$ cat config.mk
export PLATFORM = sky130hd
export DESIGN_NAME = addsub_sequencer
export DESIGN_NICKNAME = d
export VERILOG_FILES = /design/src/rtl/addsub_pkg.sv /design/src/rtl/key_debounce.sv /design/src/rtl/addsub_sequencer.sv
export SDC_FILE = /design/constraint.sdc
export NUM_CORES = 1
export LEC_CHECK = 0
export ABC_CLOCK_PERIOD_IN_PS = 1800
export CORE_ASPECT_RATIO = 0.75
export CORE_UTILIZATION = 55
export CTS_CLUSTER_SIZE = 30
export DETAILED_ROUTE_END_ITERATION = 7
export DONT_BUFFER_PORTS = 1
export PLACE_DENSITY = 0.79
export SKIP_LAST_GASP = 1
export SLEW_MARGIN = 10
export SYNTH_ARGS = -nofsm -noshare
export SYNTH_HDL_FRONTEND = slang
export SYNTH_SLANG_ARGS = --single-unit
$ cat constraint.sdc
create_clock -name MAX10_CLK1_50 -period 1.8 [get_ports MAX10_CLK1_50]
set_input_delay 0.36 -clock MAX10_CLK1_50 [delete_from_list [all_inputs] [get_ports MAX10_CLK1_50]]
set_output_delay 0.36 -clock MAX10_CLK1_50 [all_outputs]
set_load 0.01 [all_outputs]
$ cat src/rtl/addsub_pkg.sv
// addsub_pkg: shared FSM encoding and operand width for addsub_sequencer.
// No ports; imported by the sequencer top.
package addsub_pkg;

    localparam int OPW = 4;

    localparam logic [1:0] S_IDLE    = 2'd0;
    localparam logic [1:0] S_CAPTURE = 2'd1;
    localparam logic [1:0] S_EXEC    = 2'd2;
    localparam logic [1:0] S_DONE    = 2'd3;

    typedef enum logic [1:0] {
        ST_IDLE    = S_IDLE,
        ST_CAPTURE = S_CAPTURE,
        ST_EXEC    = S_EXEC,
        ST_DONE    = S_DONE
    } state_t;

endpackage

$ cat src/rtl/key_debounce.sv
// key_debounce: 2-flop synchronizer, stability counter, 1-cycle press pulse.
// Ports: i_clk, i_rst_n (async low), i_key_n (raw active-low), o_press.
module key_debounce #(
    parameter int DEBOUNCE_CYCLES = 500000
) (
    input  logic i_clk,
    input  logic i_rst_n,
    input  logic i_key_n,
    output logic o_press
);

    localparam int CW = (DEBOUNCE_CYCLES > 1) ? $clog2(DEBOUNCE_CYCLES) : 1;
    localparam logic [CW-1:0] LAST = CW'(DEBOUNCE_CYCLES - 1);

    logic          r_sync1;
    logic          r_sync2;
    logic          r_stable;
    logic [CW-1:0] r_cnt;
    logic          r_press;

    always_ff @(posedge i_clk or negedge i_rst_n) begin
        if (!i_rst_n) begin
            r_sync1  <= 1'b1;
            r_sync2  <= 1'b1;
            r_stable <= 1'b1;
            r_cnt    <= '0;
            r_press  <= 1'b0;
        end else begin
            r_sync1 <= i_key_n;
            r_sync2 <= r_sync1;
            r_press <= 1'b0;
            if (r_sync2 != r_stable) begin
                if (r_cnt == LAST) begin
                    r_stable <= r_sync2;
                    r_cnt    <= '0;
                    // pulse only on the released -> pressed flip
                    r_press  <= ~r_sync2;
                end else begin
                    r_cnt <= r_cnt + 1'b1;
                end
            end else begin
                r_cnt <= '0;
            end
        end
    end

    assign o_press = r_press;

endmodule

$ cat src/rtl/addsub_sequencer.sv
// addsub_sequencer: debounced step button drives one add/sub on the 4-bit datapath.
// Ports: MAX10_CLK1_50, RESET_N, SW, KEY_STEP_N, MODE_SUB, dp_* (to/from adder),
//        res_sum/res_cout/res_ovf/res_valid, busy.
// Optional: ADDSUB_SEQ_ACCUM_EN reuses the last result as x on a press in DONE.
module addsub_sequencer
    import addsub_pkg::*;
#(
    parameter int DEBOUNCE_CYCLES = 500000,
    parameter int SETTLE_CYCLES   = 4
) (
    input  logic           MAX10_CLK1_50,
    input  logic           RESET_N,
    input  logic [7:0]     SW,
    input  logic           KEY_STEP_N,
    input  logic           MODE_SUB,
    output logic [OPW-1:0] dp_x,
    output logic [OPW-1:0] dp_y,
    output logic           dp_cin,
    input  logic [OPW-1:0] dp_sum,
    input  logic           dp_cout,
    input  logic           dp_ovf,
    output logic [OPW-1:0] res_sum,
    output logic           res_cout,
    output logic           res_ovf,
    output logic           res_valid,
    output logic           busy
);

    localparam logic [3:0] SETTLE_LAST = 4'(SETTLE_CYCLES - 1);

    state_t         r_state;
    state_t         w_next;
    logic           w_press;
    logic [OPW-1:0] w_x_src;
    logic [3:0]     r_settle;
    logic [OPW-1:0] r_dp_x;
    logic [OPW-1:0] r_dp_y;
    logic           r_dp_cin;
    logic [OPW-1:0] r_res_sum;
    logic           r_res_cout;
    logic           r_res_ovf;

    key_debounce #(
        .DEBOUNCE_CYCLES(DEBOUNCE_CYCLES)
    ) u_deb (
        .i_clk  (MAX10_CLK1_50),
        .i_rst_n(RESET_N),
        .i_key_n(KEY_STEP_N),
        .o_press(w_press)
    );

`ifdef ADDSUB_SEQ_ACCUM_EN
    logic r_acc;

    // remembers whether the pending CAPTURE was launched from DONE
    always_ff @(posedge MAX10_CLK1_50 or negedge RESET_N) begin
        if (!RESET_N) begin
            r_acc <= 1'b0;
        end else if (w_press && r_state == ST_IDLE) begin
            r_acc <= 1'b0;
        end else if (w_press && r_state == ST_DONE) begin
            r_acc <= 1'b1;
        end
    end

    assign w_x_src = r_acc ? r_res_sum : SW[7:4];
`else
    assign w_x_src = SW[7:4];
`endif

    always_ff @(posedge MAX10_CLK1_50 or negedge RESET_N) begin
        if (!RESET_N) begin
            r_state <= ST_IDLE;
        end else begin
            r_state <= w_next;
        end
    end

    always_comb begin
        w_next = r_state;
        unique case (r_state)
            ST_IDLE:    if (w_press) w_next = ST_CAPTURE;
            ST_CAPTURE: w_next = ST_EXEC;
            ST_EXEC:    if (r_settle == SETTLE_LAST) w_next = ST_DONE;
            ST_DONE:    if (w_press) w_next = ST_CAPTURE;
            default:    w_next = ST_IDLE;
        endcase
    end

    // dp_* registers double as the latched operands; they only change on capture
    always_ff @(posedge MAX10_CLK1_50 or negedge RESET_N) begin
        if (!RESET_N) begin
            r_settle   <= '0;
            r_dp_x     <= '0;
            r_dp_y     <= '0;
            r_dp_cin   <= 1'b0;
            r_res_sum  <= '0;
            r_res_cout <= 1'b0;
            r_res_ovf  <= 1'b0;
        end else begin
            if (r_state == ST_CAPTURE) begin
                r_dp_x   <= w_x_src;
                r_dp_y   <= MODE_SUB ? ~SW[3:0] : SW[3:0];
                r_dp_cin <= MODE_SUB;
                r_settle <= '0;
            end
            if (r_state == ST_EXEC) begin
                r_settle <= r_settle + 1'b1;
                if (r_settle == SETTLE_LAST) begin
                    r_res_sum  <= dp_sum;
                    r_res_cout <= dp_cout;
                    r_res_ovf  <= dp_ovf;
                end
            end
        end
    end

    assign dp_x      = r_dp_x;
    assign dp_y      = r_dp_y;
    assign dp_cin    = r_dp_cin;
    assign res_sum   = r_res_sum;
    assign res_cout  = r_res_cout;
    assign res_ovf   = r_res_ovf;
    assign res_valid = (r_state == ST_DONE);
    assign busy      = (r_state == ST_CAPTURE) || (r_state == ST_EXEC);

endmodule

==> reports/results.txt, run 1 <==
Final ANT Viol Nets -> 0
Buf+Inv Stages, Crit Path -> 2
IO Count -> 35
Worst slew pin tran -> 497.1 ps
Hold WC Path Type -> in2reg
Worst r2r src -> u_deb.r_cnt[6]$_DFF_PN0_
Largest area contributor in the netlist -> dfrtp_1
First-pass GRT wire length -> 6272 um
Reg2reg path depth -> 4
Critical path capture point type -> output port
Setup-failing EPs final -> 0
Die ar. -> 0.003892 mm2
Status -> completed
H-tree depth -> 2
Layout cells sized above 1 -> 0.2083
CP Class -> reg2out
Clock Skews -> 4.970 ps
Initial core utilization -> 0.5933
Pin count of the biggest net entering global routing -> 45
Worst EP required -> 1440 ps
Max Slew Vio Count -> 0
Commonest non-fill, non-tap cells in the layout -> dfrtp_1 (39), nor2_1 (23), xnor2_1 (17)
Post-Place Setup Slack -> 67.86 ps
Fmax achieved -> 591.8 MHz
Yosys top cell area share -> 0.5119
Gr usage total -> 0.2182
Starting DRT DRC Count -> 78
Crit start category -> flip-flop
Static Leakage -> 0.9679 nW
Crit path DAT -> 1330 ps
Number of buffers added on ports -> 0
CTS tree -> done
Die W -> 71.71 um
CP Max Fanout -> 9
Mean post-synth cell area -> 11.26 um2
Mapped cell area -> 0.002004 mm2
Max Cap Viol -> 0
Mapped Cells -> 178
Root Driver -> clkbuf_8
Clock latency on the worst-skew pair -> 290 ps
Antenna cells -> 0
Ratio of total power to cell area -> 748.0 mW/mm2
Worst setup margin -> 110.2 ps
Unrepaired setup endpoints after global routing -> no
Yosys warning count -> 0
Crit-path slowest cell -> ha_1
CP dominant cell by count -> inv_1
Sequential share of the synthesized area -> 0.5512
Final count of hold timing violations -> 0
Number of synthesized register bits -> 44
Post-layout nets -> 214
Core Region -> 0.003378 mm2
Num CTS Buffers -> 5
Final Wtd Congestion -> 0.9315
Hold Path Origin -> KEY_STEP_N
Reg2Reg Setup Slack -> 120 ps
Via density -> 5.819
Via count of the first global-routing pass -> 1,353
Area contributors post-synth -> dfrtp_1 (51%), xnor2_1 (7.4%), mux2_2 (6.7%)
CTS max path bufs -> 2
Crit path largest cell delay -> 430 ps
Slew HR -> 0.6686
Post-DP HPWL -> 2580 um
DR pass1 iterations -> 4
CP delay by family, top -> adder cells
Synthesis-to-layout area growth -> 11.55%
CTS clk-pin slew, worst paths -> 70 ps
Maximum vdd drop -> 0.6214 mV
Min cycle time layout -> 1690 ps
Sum Neg Setup Slack -> 0 ps
Hold endpoint -> u_deb.r_sync1$_DFF_PN1_
Clock tree sinks -> 44
Vias -> 1,350
GRT Residual Overflow -> 0
Cells traversed along the worst timing path -> inv_1 > ha_1 > inv_1
Fillers -> 251
Routed WL -> 3588 um
Die Span Y -> 54.28 um
Period utilization -> 0.9388
R2r endpoint -> u_deb.r_cnt[18]$_DFF_PN0_
Synth cell types -> 36
DRC violations left -> 0
Mapped Nets -> 201
Per-cell routed wire length -> 15.47 um
Initial antenna violation count -> 0
Worst hold path depth -> 0
# rows -> 18
Commonest non-fill, non-tap cell in the layout -> dfrtp_1
## worst register-to-register path: stages (launching register included)
cell	delay [ps]
dfrtp_1	450
nand4_4	200
or3_1	410
or4_1	410
a21oi_1	150
## repair_timing
action                     CTS  global route
setup buffers                0             1
hold endpoints to repair    44             0
setup endpoints to repair    0             1
hold buffers                 2             0
resized for setup            0             4
## Yosys cell counts
master / instances
dfrtp_1: 41
nor2_1: 23
xnor2_1: 17
mux2_2: 12
inv_1: 8
a21oi_1: 7
nand3_1: 7
nand2_1: 6
nand4_1: 6
o21ai_0: 6
ha_1: 5
nor4_1: 5
nor3_1: 4
clkbuf_1: 3
dfstp_2: 3
xor2_1: 3
and3_1: 2
nor4b_1: 2
a21o_1: 1
a22o_1: 1
a31o_2: 1
and2_1: 1
buf_2: 1
mux2i_1: 1
nand2b_1: 1
nand3_2: 1
nand4_4: 1
nor2b_1: 1
nor3b_1: 1
nor3b_2: 1
nor4bb_1: 1
o21a_1: 1
o21ai_2: 1
o31ai_1: 1
or3_1: 1
or4_1: 1
## registers in the layout, summed over array words and instances, names as in the netlist
signal,cells
dp_cin,1
u_deb.r_sync1,1
res_sum,4
u_deb.o_press,1
res_ovf,1
dp_x,4
u_deb.r_stable,1
res_cout,1
u_deb.r_sync2,1
r_state,2
u_deb.r_cnt,19
r_settle,4
dp_y,4
## worst max-delay path by stage
| stage | endpoint | from | slack (ps) | cells past startpoint |
|---|---|---|---|---|
| after floorplan | u_deb.r_cnt[18]$_DFF_PN0_ | u_deb.r_cnt[0]$_DFF_PN0_ | 110 | 5 |
| after global placement | u_deb.r_cnt[18]$_DFF_PN0_ | u_deb.r_cnt[0]$_DFF_PN0_ | 150 | 5 |
| after detailed placement | u_deb.r_cnt[18]$_DFF_PN0_ | u_deb.r_cnt[0]$_DFF_PN0_ | 70 | 5 |
| after CTS | u_deb.r_cnt[18]$_DFF_PN0_ | u_deb.r_cnt[0]$_DFF_PN0_ | 60 | 5 |
| after global routing | u_deb.r_cnt[18]$_DFF_PN0_ | u_deb.r_cnt[6]$_DFF_PN0_ | 10 | 4 |
| final | busy | r_state[0]$_DFFE_PN0P_ | 110 | 3 |
## layer usage
metal | up-vias | wire length [um] | global-route usage
li1 | 642 | - | -
met1 | 649 | 1607 | 0.2684
met2 | 53 | 1696 | 0.3742
met3 | 6 | 233 | 0.06630
met4 | 0 | 51 | 0.07843
met5 | - | 0 | 0
## power breakdown
group	internal, mW	switching [mW]
Clock	0.306	0.301
Sequential	0.998	0.00912
Combinational	0.0247	0.0338
Total	1.33	0.344
## final cells by class
cell class | count | area [um2] | share of cell area
clock inverter | 2 | 10.01 | 0.004477
clock buffer | 6 | 82.58 | 0.03693
tap | 40 | 50.05 | 0.02238
sequential | 44 | 1107 | 0.4952
timing repair buffer | 10 | 90.09 | 0.04029
inverter | 8 | 30.03 | 0.01343
multi-input combinational | 122 | 865.8 | 0.3872
## per-stage QoR
stage | hold slack, ps | std cells | power, mW | utilization | cell area [um2]
after floorplan | 64.41 | 178 | 1.047 | - | 2004
after global placement | 65.43 | 221 | 1.051 | 0.6189 | 2091
after detailed placement | 65.16 | 221 | 1.054 | 0.6189 | 2091
after CTS | 50.78 | 231 | 1.690 | 0.6552 | 2213
after global routing | 43.08 | 232 | 1.744 | 0.6619 | 2236
final | 60.73 | 232 | 1.672 | 0.6619 | 2236
## kinds of logic after synthesis
kind of cell,Yosys count,share of synthesized area
simple gates,65,0.1779
buf+inv,12,0.02309
fa+ha+maj,5,0.03121
xor+xnor,20,0.08739
flops,44,0.5512
mux,13,0.07241
compound gates,19,0.05681
Note: power is estimated with default switching activity, not from simulation.
==> run 2, diff against run 1 <==
--- a/config.mk
+++ b/config.mk
@@ -6,14 +6,12 @@
 export NUM_CORES = 1
 export LEC_CHECK = 0
 export ABC_CLOCK_PERIOD_IN_PS = 1800
-export CORE_ASPECT_RATIO = 0.75
 export CORE_UTILIZATION = 55
 export CTS_CLUSTER_SIZE = 30
 export DETAILED_ROUTE_END_ITERATION = 7
 export DONT_BUFFER_PORTS = 1
 export PLACE_DENSITY = 0.79
 export SKIP_LAST_GASP = 1
-export SLEW_MARGIN = 10
 export SYNTH_ARGS = -nofsm -noshare
 export SYNTH_HDL_FRONTEND = slang
 export SYNTH_SLANG_ARGS = --single-unit
==> reports/results.txt, run 2 (synthesized netlist as in run 1, its figures left out) <==
Clock tree sinks -> 44 (unchanged)
First-pass GRT wire length -> 6541 um (+4.3%)
H-tree depth -> 2 (unchanged)
Postcts setup bufs -> 0 (unchanged)
Largest register FFs -> 19 (unchanged)
Setup-failing EPs final -> 0 (unchanged)
Final ANT Viol Nets -> 0 (unchanged)
CTS clk-pin slew, worst paths -> 120 ps (+50 ps)
Biggest register -> u_deb.r_cnt
CTS tree -> done
DRC violations left -> 0 (unchanged)
Worst slew pin tran -> 426.2 ps (-70.89 ps)
Unrepaired setup endpoints after global routing -> yes
Clock share of power -> 0.299 (-0.064)
Maximum vdd drop -> 0.6107 mV (-1.7%)
DR pass1 iterations -> 4 (unchanged)
Status -> completed
Post-layout nets -> 213 (-0.47%)
Hold endpoint -> res_sum[1]$_DFFE_PN0P_
Die Span Y -> 62.37 um (+15%)
Worst hold path depth -> 1 (+1)
CTS max path bufs -> 2 (unchanged)
Clock latency on the worst-skew pair -> 350 ps (+60 ps)
Psw -> 0.3411 mW (-0.96%)
Commonest non-fill, non-tap cells in the layout -> dfrtp_1 (41), nor2_1 (23), xnor2_1 (17)
GRT Residual Overflow -> 0 (unchanged)
Combinational Power Share -> 0.037 (+0.002)
Reg2Reg Setup Slack -> 30 ps (-90 ps)
Post-Place Setup Slack -> 0.2035 ps (-67.66 ps)
Ratio of total power to cell area -> 691.4 mW/mm2 (-7.6%)
Synthesis-to-layout area growth -> 9.301%
Vias -> 1,381 (+2.3%)
Gr usage total -> 0.2213 (+0.003160)
Crit start category -> flip-flop
IO Count -> 35 (unchanged)
CP Max Fanout -> 4 (-5)
Fillers -> 282 (+12%)
WHS -> 145.0 ps (+84.24 ps)
Sequential share of power -> 0.664 (+0.062)
Commonest non-fill, non-tap cell in the layout -> dfrtp_1
Switching Fraction -> 0.2252 (+0.01924)
# rows -> 21 (+3)
Worst setup margin -> 28.79 ps (-81.39 ps)
Hold Path Origin -> dp_sum[1]
Root Driver -> clkbuf_4
Clock Skews -> 7.471 ps (+2.501 ps)
Fmax achieved -> 564.6 MHz (-4.6%)
Crit path DAT -> 2060 ps (+730 ps)
Post-DP HPWL -> 2598 um (+0.69%)
Die W -> 62.37 um (-13%)
Layout cells sized above 1 -> 0.1885 (-0.01985)
Number of buffers added on ports -> 0 (unchanged)
Pint -> 1.174 mW (-12%)
Final count of hold timing violations -> 0 (unchanged)
Period utilization -> 0.9840 (+0.04522)
Via count of the first global-routing pass -> 1,481 (+9.5%)
CP Class -> reg2reg
Pin count of the biggest net entering global routing -> 45 (unchanged)
Via density -> 5.827 (+0.14%)
Min cycle time layout -> 1771 ps (+81.39 ps)
Worst EP required -> 2090 ps (+650 ps)
Final Wtd Congestion -> 0.8352 (-10%)
Initial core utilization -> 0.5868 (-0.006520)
Critical path capture point type -> flip-flop
Starting DRT DRC Count -> 92 (+18%)
Per-cell routed wire length -> 15.43 um (-0.20%)
Max Cap Viol -> 0 (unchanged)
Hold WC Path Type -> in2reg
Static Leakage -> 0.9424 nW (-2.6%)
Routed WL -> 3658 um (+2.0%)
R2r endpoint -> u_deb.r_cnt[18]$_DFF_PN0_
Initial antenna violation count -> 0 (unchanged)
Antenna cells -> 0 (unchanged)
Core Region -> 0.003416 mm2 (+1.1%)
Max Slew Vio Count -> 0 (unchanged)
Worst r2r src -> u_deb.r_cnt[0]$_DFF_PN0_
Die ar. -> 0.003890 mm2 (about the same)
Slew HR -> 0.7146 (+0.04601)
Reg2reg path depth -> 5 (+1)
Num CTS Buffers -> 5 (unchanged)
[run 2: cell count changes in the layout (fill, tap and decap cells not counted), moves of 2 or more]
cell	before	now
clkbuf_1	0	2
ha_2	0	2
dfrtp_1	39	41
dfrtp_2	2	0
clkbuf_8	6	0
buf_4	8	6
clkbuf_4	0	5
[run 2: per-stage QoR]
step	setup TNS (ps)	instance area, um2	util	total power, mW	std cells
after floorplan	0	2004	-	1.047	178
after detailed placement	0	2091	0.6121	1.054	226
after global routing	-58.98	2191	0.6414	1.582	237
after global placement	0	2091	0.6121	1.051	226
final	0	2191	0.6414	1.515	237
after CTS	0	2181	0.6385	1.533	237
[run 2: per-layer routing]
metal / track usage / vias up / routed length [um]
met5: 0 / - / 0
li1: - / 641 / -
met3: 0.06934 / 11 / 212
met1: 0.2663 / 680 / 1535
met2: 0.3585 / 49 / 1829
met4: 0.1134 / 0 / 80
[run 2: critical path, cell delays in order, from the launching register on]
cell and delay, ps:
dfrtp_1 420, ha_2 230, nand3_2 80, or3_1 390, or4_1 420, a21oi_1 160
[run 2: what timing repair did]
item                       4_1_cts  5_1_grt
hold endpoints to repair        45        0
hold buffers                     3        0
setup endpoints to repair        0        2
gates resized for setup          0        3
[run 2: worst max-delay path by stage]
| stage | startpoint | slack (ps) | end |
|---|---|---|---|
| 2_1_floorplan | u_deb.r_cnt[0]$_DFF_PN0_ | 110 | u_deb.r_cnt[18]$_DFF_PN0_ |
| 3_3_place_gp | u_deb.r_cnt[0]$_DFF_PN0_ | 150 | u_deb.r_cnt[18]$_DFF_PN0_ |
| 3_5_place_dp | u_deb.r_cnt[0]$_DFF_PN0_ | 0.2 | u_deb.r_cnt[18]$_DFF_PN0_ |
| 4_1_cts | u_deb.r_cnt[0]$_DFF_PN0_ | 4 | u_deb.r_cnt[18]$_DFF_PN0_ |
| 5_1_grt | u_deb.r_cnt[0]$_DFF_PN0_ | -60 | u_deb.r_cnt[18]$_DFF_PN0_ |
| 6_report | u_deb.r_cnt[0]$_DFF_PN0_ | 30 | u_deb.r_cnt[18]$_DFF_PN0_ |
[run 2: final cells by class]
| cell class | count | area [um2] | share of cell area |
|---|---|---|---|
| flip-flops and latches | 44 | 1105 | 0.5043 |
| multi-input cells | 122 | 863.3 | 0.3941 |
| repair buffers | 9 | 85.08 | 0.03883 |
| well taps | 46 | 57.56 | 0.02627 |
| clock buffers | 7 | 45.04 | 0.02056 |
| inverters | 8 | 30.03 | 0.01371 |
| clock inverters | 1 | 5.005 | 0.002284 |
[run 2: power by group through the flow]
| stage | clock network [mW] | registers [mW] | logic, mW |
|---|---|---|---|
| 2_1_floorplan | 0 | 1.02 | 0.0242 |
| 3_3_place_gp | 0 | 1.02 | 0.0280 |
| 3_5_place_dp | 0 | 1.02 | 0.0295 |
| 4_1_cts | 0.470 | 1.01 | 0.0578 |
| 5_1_grt | 0.510 | 1.01 | 0.0655 |
| 6_report | 0.453 | 1.01 | 0.0567 |
